File: src/rtl/timer_pkg.sv
// ============================================================================
// Module      : timer_pkg
// Description : Shared constants and BCD helpers for the timer-set datapath
//               and the counters built on bcd_mmss_dec.
// Revision    : 1.0 - initial release
// ============================================================================
`default_nettype none
`timescale 1ns/1ps

package timer_pkg;

    localparam logic [1:0] DISP_ENTRY = 2'b00;
    localparam logic [1:0] DISP_COUNT = 2'b01;
    localparam logic [1:0] DISP_ECHO  = 2'b10;
    localparam logic [1:0] DISP_BLANK = 2'b11;

    localparam logic [3:0] SS_TENS_MAX          = 4'd5;
    localparam logic [3:0] DIGIT_MAX            = 4'd9;
    localparam logic [3:0] BLANK_NIBBLE_DEFAULT = 4'hF;

    function automatic logic [3:0] clamp_nibble(input logic [3:0] v, input logic [3:0] mx);
        return (v > mx) ? mx : v;
    endfunction

    // Force an MM:SS entry into a legal countdown value.
    function automatic logic [15:0] validate_mmss(input logic [15:0] v);
        return {clamp_nibble(v[15:12], DIGIT_MAX),
                clamp_nibble(v[11:8],  DIGIT_MAX),
                clamp_nibble(v[7:4],   SS_TENS_MAX),
                clamp_nibble(v[3:0],   DIGIT_MAX)};
    endfunction

endpackage

`default_nettype wire

File: src/rtl/bcd_mmss_dec.sv
// ============================================================================
// Module      : bcd_mmss_dec
// Description : Combinational MM:SS BCD decrement with zero detect; a zero
//               input yields zero (no wrap to 99:59).
// Revision    : 1.0 - initial release
// ============================================================================
`default_nettype none
`timescale 1ns/1ps

module bcd_mmss_dec
    import timer_pkg::*;
(
    input  logic [15:0] i_val,
    output logic [15:0] o_dec,
    output logic        o_zero
);

    logic [3:0] w_su;
    logic [3:0] w_st;
    logic [3:0] w_mu;
    logic [3:0] w_mt;
    logic       w_b0;
    logic       w_b1;
    logic       w_b2;

    assign o_zero = (i_val == 16'h0000);

    always_comb begin
        w_b0 = (i_val[3:0] == 4'd0);
        w_su = w_b0 ? DIGIT_MAX : (i_val[3:0] - 4'd1);

        w_b1 = w_b0 && (i_val[7:4] == 4'd0);
        w_st = !w_b0 ? i_val[7:4] :
               (w_b1 ? SS_TENS_MAX : (i_val[7:4] - 4'd1));

        w_b2 = w_b1 && (i_val[11:8] == 4'd0);
        w_mu = !w_b1 ? i_val[11:8] :
               (w_b2 ? DIGIT_MAX : (i_val[11:8] - 4'd1));

        w_mt = w_b2 ? (i_val[15:12] - 4'd1) : i_val[15:12];

        o_dec = o_zero ? 16'h0000 : {w_mt, w_mu, w_st, w_su};
    end

endmodule

`default_nettype wire

File: src/rtl/timer_set_datapath.sv
// ============================================================================
// Module      : timer_set_datapath
// Description : Timer-set datapath: keypad entry buffer, BCD countdown,
//               inactivity counter and display mux. Optional auto-reload of
//               the countdown is enabled by defining TIMER_AUTORELOAD_EN.
// Revision    : 1.0 - initial release
// ============================================================================
`default_nettype none
`timescale 1ns/1ps

module timer_set_datapath
    import timer_pkg::*;
#(
    parameter int          K_LAST       = 7,
    parameter logic [3:0]  BLANK_NIBBLE = BLANK_NIBBLE_DEFAULT
) (
    input  logic        clk,
    input  logic        rst_n,
    input  logic        sec_tick,
    input  logic [3:0]  digit_in,
    input  logic        Kc,
    input  logic        La,
    input  logic        Lb,
    input  logic        Ea,
    input  logic        Lr,
    input  logic        Er,
    input  logic [1:0]  s,
    output logic        t,
    output logic        k7,
    output logic [15:0] disp
);

    localparam logic [2:0] c_K_LAST = 3'(K_LAST);

    logic [3:0]  r_a;
    logic [3:0]  r_b;
    logic [15:0] r_e;
    logic [15:0] r_c;
    logic [2:0]  r_k;
    logic        r_t;
    logic        r_k7;
    logic [15:0] r_disp;

    logic [15:0] w_e_next;
    logic [15:0] w_c_next;
    logic [2:0]  w_k_next;
    logic [15:0] w_c_dec;
    logic        w_c_zero;
    logic [15:0] w_c_load;
    logic [15:0] w_disp_next;

`ifdef TIMER_AUTORELOAD_EN
    logic [15:0] r_s;
    logic        r_armed;
    logic        w_armed_next;
`endif

    bcd_mmss_dec u_dec (
        .i_val  (r_c),
        .o_dec  (w_c_dec),
        .o_zero (w_c_zero)
    );

    assign w_c_load = validate_mmss(r_e);

    always_comb begin
        w_e_next = r_e;
        if (Kc)
            w_e_next = 16'h0000;
        else if (Ea)
            w_e_next = {r_e[11:0], r_a};
    end

    // A clear always beats a tick landing in the same cycle.
    always_comb begin
        w_k_next = r_k;
        if (Kc || Ea)
            w_k_next = 3'd0;
        else if (sec_tick && !Er && (r_k < c_K_LAST))
            w_k_next = r_k + 3'd1;
    end

    always_comb begin
        w_c_next = r_c;
`ifdef TIMER_AUTORELOAD_EN
        w_armed_next = r_armed;
`endif
        if (Lr) begin
            w_c_next = w_c_load;
`ifdef TIMER_AUTORELOAD_EN
            w_armed_next = 1'b0;
`endif
        end else if (sec_tick && Er) begin
            if (!w_c_zero) begin
                w_c_next = w_c_dec;
`ifdef TIMER_AUTORELOAD_EN
                w_armed_next = (w_c_dec == 16'h0000);
`endif
            end
`ifdef TIMER_AUTORELOAD_EN
            else if (r_armed) begin
                w_c_next     = r_s;
                w_armed_next = 1'b0;
            end
`endif
        end
    end

    always_comb begin
        w_disp_next = {4{BLANK_NIBBLE}};
        case (s)
            DISP_ENTRY: w_disp_next = r_e;
            DISP_COUNT: w_disp_next = r_c;
            DISP_ECHO:  w_disp_next = {BLANK_NIBBLE, BLANK_NIBBLE, BLANK_NIBBLE, r_b};
            default:    w_disp_next = {4{BLANK_NIBBLE}};
        endcase
    end

    // t resets high because C resets to zero.
    always_ff @(posedge clk or negedge rst_n) begin
        if (!rst_n) begin
            r_a    <= 4'd0;
            r_b    <= 4'd0;
            r_e    <= 16'h0000;
            r_c    <= 16'h0000;
            r_k    <= 3'd0;
            r_t    <= 1'b1;
            r_k7   <= 1'b0;
            r_disp <= 16'h0000;
        end else begin
            if (La)
                r_a <= clamp_nibble(digit_in, DIGIT_MAX);
            if (Lb)
                r_b <= r_a;
            r_e    <= w_e_next;
            r_c    <= w_c_next;
            r_k    <= w_k_next;
            r_t    <= (w_c_next == 16'h0000);
            r_k7   <= (w_k_next == c_K_LAST);
            r_disp <= w_disp_next;
        end
    end

`ifdef TIMER_AUTORELOAD_EN
    always_ff @(posedge clk or negedge rst_n) begin
        if (!rst_n) begin
            r_s     <= 16'h0000;
            r_armed <= 1'b0;
        end else begin
            if (Lr)
                r_s <= w_c_load;
            r_armed <= w_armed_next;
        end
    end
`endif

    assign t    = r_t;
    assign k7   = r_k7;
    assign disp = r_disp;

endmodule

`default_nettype wire
File: config.mk
export PLATFORM = sky130hd
export DESIGN_NAME = timer_set_datapath
export DESIGN_NICKNAME = d
export VERILOG_FILES = /design/src/rtl/timer_pkg.sv /design/src/rtl/bcd_mmss_dec.sv /design/src/rtl/timer_set_datapath.sv
export SDC_FILE = /design/constraint.sdc
export NUM_CORES = 1
export LEC_CHECK = 0
export BUFFER_PORTS_ARGS = -buffer_cell sky130_fd_sc_hd__buf_2
export CAP_MARGIN = 40
export CORE_MARGIN = 4
export CORE_UTILIZATION = 53
export DETAILED_ROUTE_END_ITERATION = 8
export PLACE_DENSITY = 0.75
export RECOVER_POWER = 25
export SLEW_MARGIN = 30
export SYNTH_ARGS = -nofsm -noshare
export SYNTH_HDL_FRONTEND = slang
export SYNTH_SLANG_ARGS = --single-unit
File: constraint.sdc
create_clock -name clk -period 2.5 [get_ports clk]
set_input_delay 0.25 -clock clk [delete_from_list [all_inputs] [get_ports clk]]
set_output_delay 0.25 -clock clk [all_outputs]
set_load 0.03 [all_outputs]
==> results of run 1 <==
-- worst max-delay path: cells and delay by family, from the launching register on --
family          cells  cell delay (ns)
flops               1             0.42
fa+ha+maj           1             0.14
buf+inv             1             0.12
simple gates        4             1.32
compound gates      2             0.39
-- metrics by stage --
stage / cell area (um2) / TNS, ns
5_1_grt: 3810 / -0.0584
4_1_cts: 3650 / 0
3_3_place_gp: 3420 / 0
2_1_floorplan: 3110 / 0
6_report: 3810 / 0
3_5_place_dp: 3420 / -0.000733
-- flip-flops by register name, summed over array words and instances (netlist names) --
signal	flops
t	1
r_b	4
disp	16
k7	1
r_k	3
r_e	16
r_a	4
r_c	16
-- synth_stat cells (2+ instances only) --
cell,number,area share [%]
dfrtp_1,60,48
mux2i_1,33,11
nor2_1,33,4.0
nand2_1,26,3.1
o21ai_0,15,2.4
inv_1,13,1.6
a21oi_1,12,1.9
clkbuf_1,10,1.2
a31oi_1,8,1.6
ha_1,6,2.4
mux2_2,5,1.8
nand3b_1,5,1.2
nor3_1,4,0.64
nand4_1,3,0.60
nor2b_1,3,0.60
nor3b_2,3,1.2
o31ai_1,3,0.72
or4_1,3,0.72
a2111oi_0,2,0.56
a211oi_1,2,0.48
a22oi_1,2,0.48
a32oi_1,2,0.56
a41oi_1,2,0.56
and3_1,2,0.40
buf_2,2,0.32
nand2b_1,2,0.40
nand3_1,2,0.32
nor3b_1,2,0.48
o21a_1,2,0.48
o21ai_1,2,0.32
o21bai_1,2,0.48
o22ai_1,2,0.40
o31a_1,2,0.56
o41ai_2,2,1.0
or3_1,2,0.40
-- worst max-delay path by stage --
stage	to	slack, ns	depth (start not counted)
after floorplan	t	0.17	8
after global placement	t	0.06	8
after detailed placement	t	-0.0007	8
after CTS	t	0.02	8
after global routing	t	-0.06	9
final	t	0.02	8
-- layer usage --
layer	share of wire [%]	vias to the layer above	routed length [um]	global-route usage, %
met3	6.8	21	527	5.20
li1	-	1199	-	-
met4	3.1	0	240	11.5
met1	43	1249	3350	31.4
met5	0	-	0	0
met2	47	136	3660	33.2
-- kinds of logic (layout without fill, tap and decap cells) --
family,after synthesis,after routing
flops,61,61
fa+ha+maj,6,6
buf+inv,28,85
compound gates,65,65
simple gates,105,105
mux,38,38
-- area by class of cell --
class                   instances  area [um2]  share of cell area, %
clock buffers                  11         141                   3.71
clock inverters                 4        72.6                   1.91
inverters                      14        52.6                   1.38
multi-input cells             214        1560                   41.1
flip-flops and latches         61        1530                   40.1
well taps                      72        90.1                   2.37
repair buffers                 56         358                   9.40
-- report_power, final --
part           total, uW  switching, uW  internal (uW)
Combinational        428            254            174
Sequential          1100           53.9           1050
Clock                955            374            581
Total               2480            681           1800
-- timing repair --
item | in CTS | in global routing
setup endpoints to repair | 1 | 1
setup buffers | 1 | 5
resized for setup | 2 | 14
hold buffers | 0 | 1
endpoints found under the hold margin | 0 | 8
pin swaps | 2 | 4
==> results.tsv, run 1 <==
metric	value	unit
ios	33	
criticalPathCategory	reg -> reg	
setup_viol	0	
fmax	404	MHz
synth-compound-area-share	13.9	%
post-route-min-period	2.48	ns
holdWs	0.152	ns
coreArea	0.00561	mm2
drc_errors	0	
path_clk_slew	0.07	ns
worstPathArrival	2.73	ns
avgSynthCellArea	10.3	um2
via_per_inst	6.03	
muxShareOfSynthArea	12.4	%
pre_cts_slack	-0.000733	ns
diodes	0	
root_buffer	clkbuf_8	
place.gp.congestion	0.998	
fin_worst_skew	0.0129	ns
final_cell_mix	dfrtp_1 (60), mux2i_1 (33), nor2_1 (33)	
clkLatencyLatePin	0.34	ns
fin_cells	432	
clk_path_buf_depth	2	
fillers	457	
min_to	r_a[0]	
vdd_drop_max	372	uV
worstPathMaxFanout	3	
hold_depth	3	
grt_pass1_wl	12900	um
start_util	55.5	%
wl_per_cell	18.0	um
crit_path_start_kind	flip-flop	
p_per_area	653	mW/mm2
synth_cell_types	59	
rrSetupSlack	0.02	ns
crit_chain	inv_2, ha_4, or3b_4, nor3_4, a211oi_2, a211o_1, or4_4, nor4_4	
nets	377	
grt_start_max_net_pins	62	
dpl.hpwl	5320	um
synth_top_family_by_area	simple AND/OR/NAND/NOR gates	
wirelength	7780	um
p_total	2480	uW
rsz0062_at_grt	true	
h-tree-depth	3	
worst-r2r-cell-count	8	
rows	27	
die-area	0.00716	mm2
die_h	84.6	um
ys_async_sr_fraction	100	%
status	completed	
synth_warnings	0	
setup_ws	0.0243	ns
dr.pass1.iters	5	
die_w	84.6	um
grt_antenna_before_repair	0	
clock-sinks	61	
cts_tree	built	
ys_ff_latch	61	
max_cap_violations	0	
synth_edf_count	0	
finalHoldViolations	0	
overflow	0	
drive_gt1_share	25.6	%
fin_util	67.9	%
antenna_left	0	
syn_inst	303	
worst_path_largest_cell_delay	0.43	ns
grt_pass1_vias	2539	
gr-usage-all-layers	22.7	%
first_iter_violations	306	
critPathLaunch	r_c[4]	
dpl.cell_count	409	
syn_area	0.00311	mm2
numCtsBuffers	9	
vias	2605	
hold_start	digit_in[0]	
p_leak	0.00176	uW
hold_class	in -> reg	
portBuffers	32	
slew_viol_final	0	
synth_xor_area_share	0	%
ys_seq_area_share	49.1	%
slew_headroom	20.2	%
end_kind	flip-flop	
worstPathRequired	2.75	ns
worst_pin_slew	1.20	ns
synth_fa_ha_area_share	2.41	%
rr_startpoint	r_c[4]	
post-route-period-util	99.0	%
final_common_cell	dfrtp_1	
synthFlopType	dfrtp_1	
r2r_end	t	
syn_nets	324	
slowest_stage	or4_4	
yosys.area_share.simple	18.5	%
area_growth	22.3	%
Power figures use the tool's default switching activity.
==> run 2: changes to the inputs <==
- CORE_ASPECT_RATIO: not set -> 1.4
==> results.tsv, run 2 (synthesis gave the netlist of run 1 again) <==
metric	value	unit	change
clock-sinks	61		unchanged
worstPathArrival	2.76	ns	+0.03 ns
start_util	55.5	%	about the same
final_cell_mix	dfrtp_1 (60), mux2i_1 (33), nor2_1 (33)		
p_per_area	679	mW/mm2	+4.0%
dpl.hpwl	5330	um	+0.18%
coreArea	0.00561	mm2	about the same
rrSetupSlack	0.004	ns	-0.02 ns
clkPwrFrac	41.3	%	+2.9 points
path_clk_slew	0.07	ns	about the same
worst-r2r-cell-count	8		unchanged
vdd_drop_max	462	uV	+24%
p_total	2620	uW	+5.6%
first_iter_violations	200		-35%
crit_path_start_kind	flip-flop		
grt_start_max_net_pins	62		unchanged
slew_viol_final	0		unchanged
r2r_end	t		
seq_power_share	41.8	%	-2.5 points
critPathLaunch	r_c[5]		
area_growth	24.2	%	
nets	381		+1.1%
crit_path_end	t		
postPlaceCellArea	0.00343	mm2	+0.29%
max_cap_violations	0		unchanged
comb_power_share	17.0	%	-0.2 points
via_per_inst	5.88		-2.5%
post-route-min-period	2.50	ns	+0.0201 ns
ios	33		unchanged
drc_errors	0		unchanged
die_w	72.8	um	-14%
place.gp.congestion	0.948		-4.9%
slew_headroom	15.6	%	-4.6 points
setup_viol	0		unchanged
clk_path_buf_depth	2		unchanged
switching_share	26.8	%	-0.60 points
grt_pass1_wl	12600	um	-2.3%
grt_antenna_before_repair	0		unchanged
dr.pass1.iters	4		-1
p_sw	704	uW	+3.3%
antenna_left	0		unchanged
h-tree-depth	3		unchanged
final_common_cell	dfrtp_1		
drive_gt1_share	26.8	%	+1.3 points
finalHoldViolations	0		unchanged
fin_worst_skew	0.00832	ns	-0.00462 ns
vias	2546		-2.3%
rows	32		+19%
p_int	1920	uW	+6.5%
holdWs	0.140	ns	-0.0120 ns
diodes	0		unchanged
numCtsBuffers	9		unchanged
worstPathRequired	2.76	ns	about the same
overflow	0		unchanged
rsz0062_at_grt	true		
root_buffer	clkbuf_8		
end_kind	flip-flop		
hold_class	in -> reg		
grt_pass1_vias	2487		-2.0%
worst_pin_slew	1.27	ns	+0.0693 ns
clkLatencyLatePin	0.35	ns	about the same
portBuffers	32		unchanged
die_h	98.7	um	+17%
design_area	0.00386	mm2	+1.5%
worstPathMaxFanout	4		+1
p_leak	0.00179	uW	+1.8%
post-route-period-util	99.8	%	+0.81 points
fillers	448		-2.0%
wl_per_cell	17.9	um	-0.59%
fmax	401	MHz	-0.81%
die-area	0.00718	mm2	+0.24%
wirelength	7750	um	-0.36%
status	completed		
criticalPathCategory	reg -> reg		
rr_startpoint	r_c[5]		
gr-usage-all-layers	22.9	%	+0.20 points
cts_tree	built		
[run 2: changes by cell type in the layout (fill, tap and decap cells not counted)]
cell | before | now
a41oi_1 | 1 | 2
a41oi_2 | 1 | 0
and2_1 | 1 | 0
and2_4 | 0 | 1
buf_2 | 31 | 30
buf_4 | 21 | 24
bufinv_16 | 2 | 3
clkinvlp_4 | 1 | 2
ha_1 | 5 | 4
ha_4 | 1 | 2
nand4bb_2 | 0 | 1
nand4bb_4 | 1 | 0
nor3b_2 | 0 | 1
[run 2: metrics by stage]
step	worst slack (ns)	cells	setup TNS, ns	utilization, %
2_1_floorplan	0.168	303	0	-
4_1_cts	0.0234	425	0	66.7
6_report	0.00414	433	0	69.0
5_1_grt	-0.0561	433	-0.0561	69.0
3_5_place_dp	-0.0708	407	-0.0708	61.2
3_3_place_gp	0.0117	407	0	61.2
[run 2: area by class of cell]
cell class | instances | area, um2 | area share (%)
Clock buffer | 10 | 138 | 3.56
Clock inverter | 6 | 110 | 2.85
Inverter | 14 | 52.6 | 1.36
Multi-Input combinational cell | 215 | 1570 | 40.7
Sequential cell | 61 | 1530 | 39.5
Tap cell | 68 | 85.1 | 2.20
Timing Repair Buffer | 59 | 379 | 9.81
[run 2: what timing repair did]
item / CTS / global route
setup endpoints to repair: 1 / 1
resized for setup: 8 / 9
cloned: 0 / 1
pin swaps: 2 / 6
setup buffers: 2 / 5
hold endpoints to repair: 0 / 9
hold buffers: 0 / 1
[run 2: layer usage]
layer  track usage, %  up-vias  wire length [um]
li1                 -     1217                 -
met1             28.4     1225              3000
met2             37.1       79              4070
met3             3.88       25               391
met4             12.6        0               284
met5                0        -                 0
[run 2: power by group through the flow]
stage / Sequential (uW) / Combinational, uW / Clock (uW)
3_5_place_dp: 1110 / 389 / 0
5_1_grt: 1100 / 487 / 1150
6_report: 1100 / 445 / 1080
4_1_cts: 1090 / 408 / 1100
2_1_floorplan: 1150 / 205 / 0
3_3_place_gp: 1110 / 386 / 0
[run 2: worst max-delay path, stage by stage, from the launching register on]
cell and delay [ns]:
dfrtp_1 0.40, inv_2 0.08, ha_4 0.15, or3b_4 0.41, nor3_4 0.22, a211oi_2 0.13, a211o_1 0.29, or4_4 0.43
nor4_4 0.29
[run 2: worst min-delay path by stage]
stage	startpoint	end	cells after the start
after floorplan	rst_n	disp[0]	0
final	digit_in[0]	r_a[0]	3
after global placement	rst_n	disp[14]	2
after CTS	rst_n	disp[14]	2
after detailed placement	rst_n	disp[14]	2
after global routing	digit_in[1]	r_a[1]	3
